<file path="src/rtl/ram_port_ctrl_pkg.sv">
// ram_port_ctrl_pkg: shared encodings and sizing helpers for the RAM port b controller
package ram_port_ctrl_pkg;
  localparam int DEF_DEPTH = 2048;
  function automatic int clogb2(input int v);
    int r = 0;
    for (int x = v; x > 0; x = x >> 1) r++;
    return r;
  endfunction
  typedef enum logic [1:0] {SZ_B = 2'b00, SZ_H = 2'b01, SZ_W = 2'b10, SZ_X = 2'b11} size_t;
  typedef enum logic [1:0] {ST_IDLE, ST_LIVE, ST_HELD} state_t;
endpackage

</file>
<file path="src/rtl/ram_port_ctrl_if.sv">
// ram_port_ctrl_if: core-side request/response channel of the RAM port b controller
interface ram_port_ctrl_if;
  logic        req_vld;
  logic        req_rdy;
  logic [31:0] req_addr;
  logic [31:0] req_wdata;
  logic        req_we;
  logic [1:0]  req_size;
  logic        req_unsigned;
  logic        rsp_vld;
  logic        rsp_rdy;
  logic [31:0] rsp_rdata;
  logic        rsp_err;
  modport master(output req_vld, req_addr, req_wdata, req_we, req_size, req_unsigned, rsp_rdy,
                 input req_rdy, rsp_vld, rsp_rdata, rsp_err);
  modport slave(input req_vld, req_addr, req_wdata, req_we, req_size, req_unsigned, rsp_rdy,
                output req_rdy, rsp_vld, rsp_rdata, rsp_err);
endinterface

</file>
<file path="src/rtl/ram_lane_fmt.sv">
// ram_lane_fmt: byte-lane strobes/replication for stores and lane extract/extend for loads
module ram_lane_fmt
  import ram_port_ctrl_pkg::*;
(
  input  logic [1:0]  size,
  input  logic [1:0]  lo,
  input  logic        uns,
  input  logic [31:0] wdata,
  input  logic [31:0] dout,
  output logic [3:0]  wem,
  output logic [31:0] din,
  output logic [31:0] rdata
);
  logic [7:0]  b;
  logic [15:0] h;
  assign b = dout[{lo, 3'b000} +: 8];
  assign h = dout[{lo[1], 4'b0000} +: 16];
  always_comb begin
    wem   = size == SZ_B ? 4'b0001 << lo : size == SZ_H ? 4'b0011 << lo : 4'b1111;
    din   = size == SZ_B ? {4{wdata[7:0]}} : size == SZ_H ? {2{wdata[15:0]}} : wdata;
    rdata = size == SZ_B ? {{24{!uns && b[7]}}, b} : size == SZ_H ? {{16{!uns && h[15]}}, h} : dout;
  end
endmodule

</file>
<file path="src/rtl/ram_port_ctrl.sv">
// ram_port_ctrl: load/store controller for RAM port b with 1-cycle response and back-pressure hold
module ram_port_ctrl
  import ram_port_ctrl_pkg::*;
#(
  parameter int RAM_DEPTH = DEF_DEPTH,
  localparam int AW = clogb2(RAM_DEPTH - 1)
) (
  input  logic          clk,
  input  logic          rst,
  ram_port_ctrl_if.slave bus,
  output logic          ram_en,
  output logic          ram_we,
  output logic [3:0]    ram_wem,
  output logic [AW-1:0] ram_addr,
  output logic [31:0]   ram_din,
  input  logic [31:0]   ram_dout
);
  state_t      state, nxt;
  logic        acc, err, r_we, r_uns, r_err;
  logic [1:0]  r_size, r_lo;
  logic [3:0]  st_wem, ld_unused_wem;
  logic [31:0] st_din, st_unused_rd, ld_unused_din, ld_rd, live, hold;
  assign err = bus.req_size == SZ_X || (bus.req_size == SZ_H && bus.req_addr[0]) ||
               (bus.req_size == SZ_W && bus.req_addr[1:0] != 2'b00) ||
               {2'b00, bus.req_addr[31:2]} >= 32'(RAM_DEPTH);
  assign bus.rsp_vld = state != ST_IDLE;
  assign bus.req_rdy = !rst && (state == ST_IDLE || (bus.rsp_vld && bus.rsp_rdy));
  assign acc = bus.req_vld && bus.req_rdy;
  assign ram_en = acc && !err;
  assign ram_we = ram_en && bus.req_we;
  assign ram_wem = ram_we ? st_wem : 4'b0000;
  assign ram_addr = bus.req_addr[AW+1:2];
  assign ram_din = st_din;
  ram_lane_fmt st (
    .size(bus.req_size), .lo(bus.req_addr[1:0]), .uns(1'b0), .wdata(bus.req_wdata), .dout(32'h0),
    .wem(st_wem), .din(st_din), .rdata(st_unused_rd)
  );
  ram_lane_fmt ld (
    .size(r_size), .lo(r_lo), .uns(r_uns), .wdata(32'h0), .dout(ram_dout),
    .wem(ld_unused_wem), .din(ld_unused_din), .rdata(ld_rd)
  );
  assign live = (r_we || r_err) ? 32'h0 : ld_rd;
  assign bus.rsp_rdata = state == ST_HELD ? hold : state == ST_LIVE ? live : 32'h0;
  assign bus.rsp_err = bus.rsp_vld && r_err;
  always_comb nxt = acc ? ST_LIVE : (state == ST_IDLE || bus.rsp_rdy) ? ST_IDLE : ST_HELD;
  always_ff @(posedge clk) begin
    if (rst) begin
      state  <= ST_IDLE;
      r_we   <= 1'b0;
      r_uns  <= 1'b0;
      r_err  <= 1'b0;
      r_size <= 2'b00;
      r_lo   <= 2'b00;
      hold   <= 32'h0;
    end else begin
      state <= nxt;
      if (acc) begin
        r_we   <= bus.req_we;
        r_uns  <= bus.req_unsigned;
        r_err  <= err;
        r_size <= bus.req_size;
        r_lo   <= bus.req_addr[1:0];
      end
      if (state == ST_LIVE && !bus.rsp_rdy) hold <= live;
    end
  end
endmodule
</file>
<file path="src/flat_wrapper.sv">
// flat-port wrapper written by rule: the top's interface ports become plain ports
module ram_port_ctrl_flat import ram_port_ctrl_pkg::*;
#(
  parameter int RAM_DEPTH = DEF_DEPTH,
  localparam int AW = clogb2(RAM_DEPTH - 1)
)
  (clk, rst, ram_en, ram_we, ram_wem, ram_addr, ram_din, ram_dout, bus_req_vld, bus_req_addr, bus_req_wdata, bus_req_we, bus_req_size, bus_req_unsigned, bus_rsp_rdy, bus_req_rdy, bus_rsp_vld, bus_rsp_rdata, bus_rsp_err);
  ram_port_ctrl_if bus_i ();
  input  logic clk;
  input  logic rst;
  output logic ram_en;
  output logic ram_we;
  output logic [3:0] ram_wem;
  output logic [AW-1:0] ram_addr;
  output logic [31:0] ram_din;
  input  logic [31:0] ram_dout;
  input wire logic [$bits(bus_i.req_vld)-1:0] bus_req_vld;
  input wire logic [$bits(bus_i.req_addr)-1:0] bus_req_addr;
  input wire logic [$bits(bus_i.req_wdata)-1:0] bus_req_wdata;
  input wire logic [$bits(bus_i.req_we)-1:0] bus_req_we;
  input wire logic [$bits(bus_i.req_size)-1:0] bus_req_size;
  input wire logic [$bits(bus_i.req_unsigned)-1:0] bus_req_unsigned;
  input wire logic [$bits(bus_i.rsp_rdy)-1:0] bus_rsp_rdy;
  output wire logic [$bits(bus_i.req_rdy)-1:0] bus_req_rdy;
  output wire logic [$bits(bus_i.rsp_vld)-1:0] bus_rsp_vld;
  output wire logic [$bits(bus_i.rsp_rdata)-1:0] bus_rsp_rdata;
  output wire logic [$bits(bus_i.rsp_err)-1:0] bus_rsp_err;
  assign bus_i.req_vld = bus_req_vld;
  assign bus_i.req_addr = bus_req_addr;
  assign bus_i.req_wdata = bus_req_wdata;
  assign bus_i.req_we = bus_req_we;
  assign bus_i.req_size = bus_req_size;
  assign bus_i.req_unsigned = bus_req_unsigned;
  assign bus_i.rsp_rdy = bus_rsp_rdy;
  assign bus_req_rdy = bus_i.req_rdy;
  assign bus_rsp_vld = bus_i.rsp_vld;
  assign bus_rsp_rdata = bus_i.rsp_rdata;
  assign bus_rsp_err = bus_i.rsp_err;
  ram_port_ctrl #(.RAM_DEPTH(RAM_DEPTH)) u_core (.clk(clk), .rst(rst), .bus(bus_i), .ram_en(ram_en), .ram_we(ram_we), .ram_wem(ram_wem), .ram_addr(ram_addr), .ram_din(ram_din), .ram_dout(ram_dout));
endmodule
</file>
<file path="config.mk">
export PLATFORM = sky130hd
export DESIGN_NAME = ram_port_ctrl_flat
export DESIGN_NICKNAME = d
export VERILOG_FILES = /design/src/rtl/ram_port_ctrl_pkg.sv /design/src/rtl/ram_port_ctrl_if.sv /design/src/rtl/ram_lane_fmt.sv /design/src/rtl/ram_port_ctrl.sv /design/src/flat_wrapper.sv
export SDC_FILE = /design/constraint.sdc
export NUM_CORES = 1
export LEC_CHECK = 0
export BUFFER_PORTS_ARGS = -buffer_cell sky130_fd_sc_hd__buf_2
export CORE_MARGIN = 4
export CORE_UTILIZATION = 32
export DETAILED_ROUTE_END_ITERATION = 6
export GPL_TIMING_DRIVEN = 0
export SYNTH_ARGS = -nofsm -noshare
export SYNTH_HDL_FRONTEND = slang
export SYNTH_SLANG_ARGS = --single-unit
export TNS_END_PERCENT = 10
</file>
<file path="constraint.sdc">
create_clock -name clk -period 5.79 [get_ports clk]
set_clock_uncertainty 0.15 [all_clocks]
set_input_delay 1.737 -clock clk [delete_from_list [all_inputs] [get_ports clk]]
set_output_delay 1.737 -clock clk [all_outputs]
set_load 0.01 [all_outputs]
</file>
# Word-level counts from Yosys, hierarchy flattened
# Cells that the tools add are included.
# word_totals
word_cells	58
inputBits	104
reg_bits	41
# op_classes
muxes	12
n_reduce_logical	27
shifts	4
order_cmp	1
eq_ne	6
# op_table
operator	n
$mux 32	7
$shiftx 32x6->16	1
$shiftx 32x6->8	1
$ge 30x12->1 const B	1
$mux 4	3
$logic_and 1x1->1	11
$eq 2x1->1 const B	3
$eq 2x2->1 const B	3
$logic_not 2->1	3
$logic_or 1x1->1	6
$logic_not 1->1	4
$reduce_bool 2->1	2
$shl 1x2->4 const A	1
$shl 2x2->4 const A	1
$mux 2	1
$reduce_or 2->1	1
$mux 1	1

# Depth between registers and ports, before layout
# depth
word_depth	9
ltp_mapped	7
depth_no_buf	6

# By module
# From an unflattened synthesis, not the netlist that was laid out.
# hier_totals
hier_cells	666
area_unflattened_um2	5126.2
# by_module_without_submodules
module	n_inst	area_per_inst_um2	seq_area_each_um2	cells_per_inst
ram_lane_fmt	2	1510.2	0.0	203
ram_port_ctrl	1	2105.8	820.8	260

# Least setup slack after synthesis
# OpenSTA, ideal clock, no wires.
# synth_path
path_type	input -> output
startpoint	in bus_req_addr[16]
endpoint	out ram_wem[0]
path_buffers	0
cell_stages	4
arrival_time_ps	3212
slack_ps	691
path_cell_list	nor4_1 > nand4_1 > nor4b_1 > a21boi_0
# synth_via
elab_chain_len	6
# synth_rtl
item	line	text
start, declared	flat_wrapper.sv:18	input wire logic [$bits(bus_i.req_addr)-1:0] bus_req_addr;
$ge 30x12->1	ram_port_ctrl.sv:25	{2'b00, bus.req_addr[31:2]} >= 32'(RAM_DEPTH);
$logic_or 1x1->1	ram_port_ctrl.sv:24	(bus.req_size == SZ_W && bus.req_addr[1:0] != 2'b00) ||
$logic_not 1->1	ram_port_ctrl.sv:29	assign ram_en = acc && !err;
$logic_and 1x1->1	ram_port_ctrl.sv:29	
$logic_and 1x1->1	ram_port_ctrl.sv:30	assign ram_we = ram_en && bus.req_we;
via ram_we	flat_wrapper.sv:12	output logic ram_we;
$mux 4	ram_port_ctrl.sv:31	assign ram_wem = ram_we ? st_wem : 4'b0000;
end, declared	flat_wrapper.sv:13	output logic [3:0] ram_wem;
# The timed path passes the listed nets, and every way through them passes these cells.

# Final worst setup path
# layout_path
startpoint	in ram_dout[15]
endpoint	out bus_rsp_rdata[23]
# layout_via
elab_chain_len	7
word_cells_on_any_way	9
cone_classes	2 x shift; 5 x mux; 2 x reduce/logical
# layout_rtl
item	line	text
start, declared	flat_wrapper.sv:16	input logic [31:0] ram_dout;
$shiftx 32x6->16	ram_lane_fmt.sv:17	assign h = dout[{lo[1], 4'b0000} +: 16];
$logic_and 1x1->1	ram_lane_fmt.sv:21	rdata = size == SZ_B ? {{24{!uns && b[7]}}, b} : size == SZ_H ? {{16{!uns && h[15]}}, h} : dout;
$mux 32	ram_lane_fmt.sv:21	
$mux 32 (*)	ram_lane_fmt.sv:21	
$mux 32 (*)	ram_port_ctrl.sv:42	assign live = (r_we || r_err) ? 32'h0 : ld_rd;
$mux 32 (*) (2 in series)	ram_port_ctrl.sv:43	assign bus.rsp_rdata = state == ST_HELD ? hold : state == ST_LIVE ? live : 32'h0;
end, declared	flat_wrapper.sv:26	output wire logic [$bits(bus_i.rsp_rdata)-1:0] bus_rsp_rdata;
# Mark *: on every way between the ends. The rest lies on a longest branch, timed or not.

==> impl_results.md <==
- R2R Setup Slk: 3.61 ns
- Die Area: 0.0115 sq mm
- TritonCTS Buffers: 5
- Layout Utilization: 45.3%
- Starting Density: 33.4%
- Hpwl dp: 8930 microns
- Post-Synth XOR/XNOR Area: 0%
- Gates resized, CTS repair: 0
- Hold Violations, Final: 0
- GRT Util Overall: 18.8%
- Post-Synthesis Cell Area: 0.00315 sq mm
- Finished Cell Area: 0.00426 sq mm
- CP max FO: 10
- # setup viols final: 0
- YS warnings: 0
- Sum Neg Setup Slack: 0 ns
- Placed Cells: 700
- Vias: 3625
- CTS tree: done
- Fraction of the cycle the final worst path needs: 90.0%
- Syn Nets: 505
- Hold Path Class: reg -> reg
- Worst path slowest cell: clkbuf_1
- Seq/Total Area, Yosys: 26.1%
- Avg Inst Size Synth: 7.93 sq um
- Post-route ant nets: 0
- Max incr delay on CP: 0.42 ns
- First-pass GRT wire length: 17600 microns
- Worst reg-to-reg path cell count: 5
- Ports: 188
- DP Area: 0.00418 sq mm
- Worst-Skew Late Latency: 0.29 ns
- Final WL: 11300 microns
- Worst setup path class: in -> out
- Syn Inst Count: 397
- Die span in y: 107 microns
- Worst r2r src: u_core.r_size[1]
- Post-synthesis simple-gate area fraction: 19.6%
- Number of remaining DRC errors: 0
- Most frequent CP cell: buf_2
- Adder-Cell Fraction of Synth Area: 1.59%
- I/O Buffers: 174
- Clk buf depth: 2
- Reg2reg end: u_core.hold[25]
- Seq cells post-synth: 41
- Critical path endpoint category: output port
- Initial DRC Count: 214
- Cell Count, Final, Fillers Out: 708
- Relative slew slack: 53.4%
- WP data arrival: 3.33 ns
- Grt ovf: 0
- Hold Crit Endpoint: u_core.hold[25]
- Status: finished clean
- Hold Path Cell Cnt: 2
- Largest net degree at the start of global routing: 13
- Share of cells above drive strength 1: 42.3%
- Peak Freq: 192 MHz
- Critical Path Start Type: primary input
- MaxCap Viol Count: 0
- Clock-pin slew on the worst setup and hold paths: 0.08 ns
- H-tree depth: 2
- Die width: 107 microns
- # diodes: 0
- Row count: 35
- WL/cell: 15.9 microns
- NumNets Final: 686
- Largest family of logic cells by synthesized area: compound AO/OA/AOI/OAI gates
- Vias in the first global route: 3549
- Critical-path cell list: buf_2 -> mux2i_1 -> o221ai_1 -> nand3_1 -> clkbuf_1 -> o21ai_0 -> buf_2
- Slew Viols, Final: 0
- Fillers: 988
- Actual slew at the worst max-slew pin: 0.698 ns
- WP data required: 3.90 ns
- P per Cell Area: 177 mW/mm^2
- Leakage: 2.06 nW
- Min-delay src: u_core.hold[25]
- Setup WS post-layout: 0.578 ns
- Hold_buf cts: 0
- Maximum VDD drop: 83.3 uV
- RD Place Congestion: 0.896
- Clock root buffer: clkbuf_8
- Layout area overhead: 35.4%
- DP Worst Slack: 0.590 ns
- Multiplexer share of the synthesized area: 14.4%
- Total setup buffers inserted after CTS: 0
- Synth unique cells: 43
- First-pass DRT Iterations: 7
- Initial antenna violation count: 0
- Clock sink total: 41
- Unrepaired setup endpoints after global routing: false
- Via density: 5.12
- Core ar.: 0.00942 sq mm
- Tmin final: 5.21 ns
- Compound-gate portion of the synthesized area: 28.3%
==> worst max-delay path by stage <==
stage / from / end / slack [ns]
final: ram_dout[15] / bus_rsp_rdata[23] / 0.58
after global routing: bus_req_addr[0] / ram_wem[1] / 0.23
after CTS: bus_req_addr[25] / ram_wem[2] / 0.57
after detailed placement: bus_req_addr[25] / ram_wem[2] / 0.59
after global placement: bus_req_addr[0] / ram_wem[1] / 0.56
after floorplan: bus_req_addr[16] / ram_wem[0] / 0.69
==> power by group <==
group | internal (mW) | switching [mW] | leakage, nW | total, mW
sequential | 0.294 | 0.00666 | 0.333 | 0.300
combinational | 0.120 | 0.145 | 1.68 | 0.265
clock | 0.0838 | 0.105 | 0.0450 | 0.189
total | 0.497 | 0.257 | 2.06 | 0.755
==> stage by stage <==
step           hold slack, ns  total power, mW
3_5_place_dp            0.291            0.571
5_1_grt                 0.326            0.798
6_report                0.308            0.755
4_1_cts                 0.310            0.758
2_1_floorplan           0.275            0.462
3_3_place_gp            0.283            0.567
==> final cells by class <==
class,instances,area [sq um],area share (%)
Clock buffer,6,72.6,1.70
Clock inverter,2,10.0,0.235
Timing Repair Buffer,174,871,20.4
Tap cell,129,161,3.79
Buffer,47,263,6.16
Sequential cell,41,821,19.3
Inverter,14,52.6,1.23
Multi-Input combinational cell,295,2010,47.2
==> synthesized netlist by cell type, drive strengths merged <==
cell / n / area (sq um)
nand3: 3 / 20.0
or3b: 1 / 8.76
nand2: 55 / 206
and3: 1 / 6.26
a22o: 29 / 254
o22ai: 18 / 113
o2111ai: 1 / 8.76
and2: 1 / 6.26
nor4: 4 / 25.0
nor2b: 31 / 194
or4b: 1 / 10.0
o221ai: 1 / 8.76
ha: 4 / 50.1
o21ai: 55 / 313
mux2: 19 / 214
buf: 28 / 191
mux2i: 24 / 240
a21oi: 11 / 55.1
dfxtp: 41 / 821
a21boi: 4 / 30.0
or2: 1 / 6.26
nor3: 2 / 21.3
a31oi: 1 / 6.26
a222oi: 3 / 30.0
nand2b: 4 / 25.0
nor3b: 2 / 15.0
nor2: 8 / 35.0
clkbuf: 19 / 71.3
inv: 14 / 52.6
a21bo: 1 / 10.0
o221a: 1 / 11.3
nand4: 1 / 6.26
nor4b: 3 / 32.5
a221o: 5 / 50.1
==> layer usage <==
metal | share of wire [%] | GRT usage (%) | wire, microns | up-vias
met5 | 0 | 0 | 0 | -
li1 | - | - | - | 1777
met2 | 47 | 32.1 | 5310 | 163
met3 | 8.0 | 3.37 | 898 | 15
met4 | 1.6 | 4.11 | 180 | 0
met1 | 43 | 24.6 | 4890 | 1670
==> worst max-delay path: cells and delay by family <==
family	cells	cell delay (ns)
AND/OR/NAND/NOR	1	0.27
multiplexers	1	0.21
buffers and inverters	3	0.72
AO/OA/AOI/OAI	2	0.38
==> kinds of logic (layout without fill, tap and decap cells) <==
group	after synthesis	count (layout)
buf+inv	61	243
compound gates	130	130
fa+ha+maj	4	4
mux	43	43
simple gates	118	118
flops	41	41
==> layout by cell type, fill, tap and decap left out, types with 2 or more instances in the layout <==
| cell | Yosys | routed |
|---|---|---|
| buf_4 | 19 | 19 |
| nand2_1 | 55 | 55 |
| nand2b_1 | 4 | 4 |
| nand3_1 | 2 | 2 |
| o21ai_2 | 10 | 10 |
| mux2i_1 | 24 | 24 |
| mux2_2 | 19 | 19 |
| o22ai_1 | 18 | 18 |
| dfxtp_1 | 41 | 41 |
| clkinv_2 | 0 | 2 |
| inv_1 | 14 | 14 |
| nor4b_1 | 2 | 2 |
| nor2_1 | 6 | 6 |
| a21boi_0 | 4 | 4 |
| o21ai_1 | 2 | 2 |
| clkbuf_1 | 19 | 20 |
| nor2_2 | 2 | 2 |
| nor3b_1 | 2 | 2 |
| clkbuf_8 | 0 | 5 |
| buf_2 | 6 | 180 |
| a221o_1 | 5 | 5 |
| nor4_1 | 4 | 4 |
| buf_1 | 2 | 2 |
| a222oi_1 | 3 | 3 |
| a22o_1 | 29 | 29 |
| a21oi_1 | 11 | 11 |
| o21ai_0 | 43 | 43 |
| ha_1 | 4 | 4 |
| nor2b_1 | 31 | 31 |
==> registers in the layout, indices dropped and copies added, names as in the netlist <==
signal,count
u_core.r_err,1
u_core.r_uns,1
u_core.r_we,1
u_core.hold,32
u_core.r_lo,2
u_core.state,2
u_core.r_size,2
Note: power is estimated with default switching activity, not from simulation.
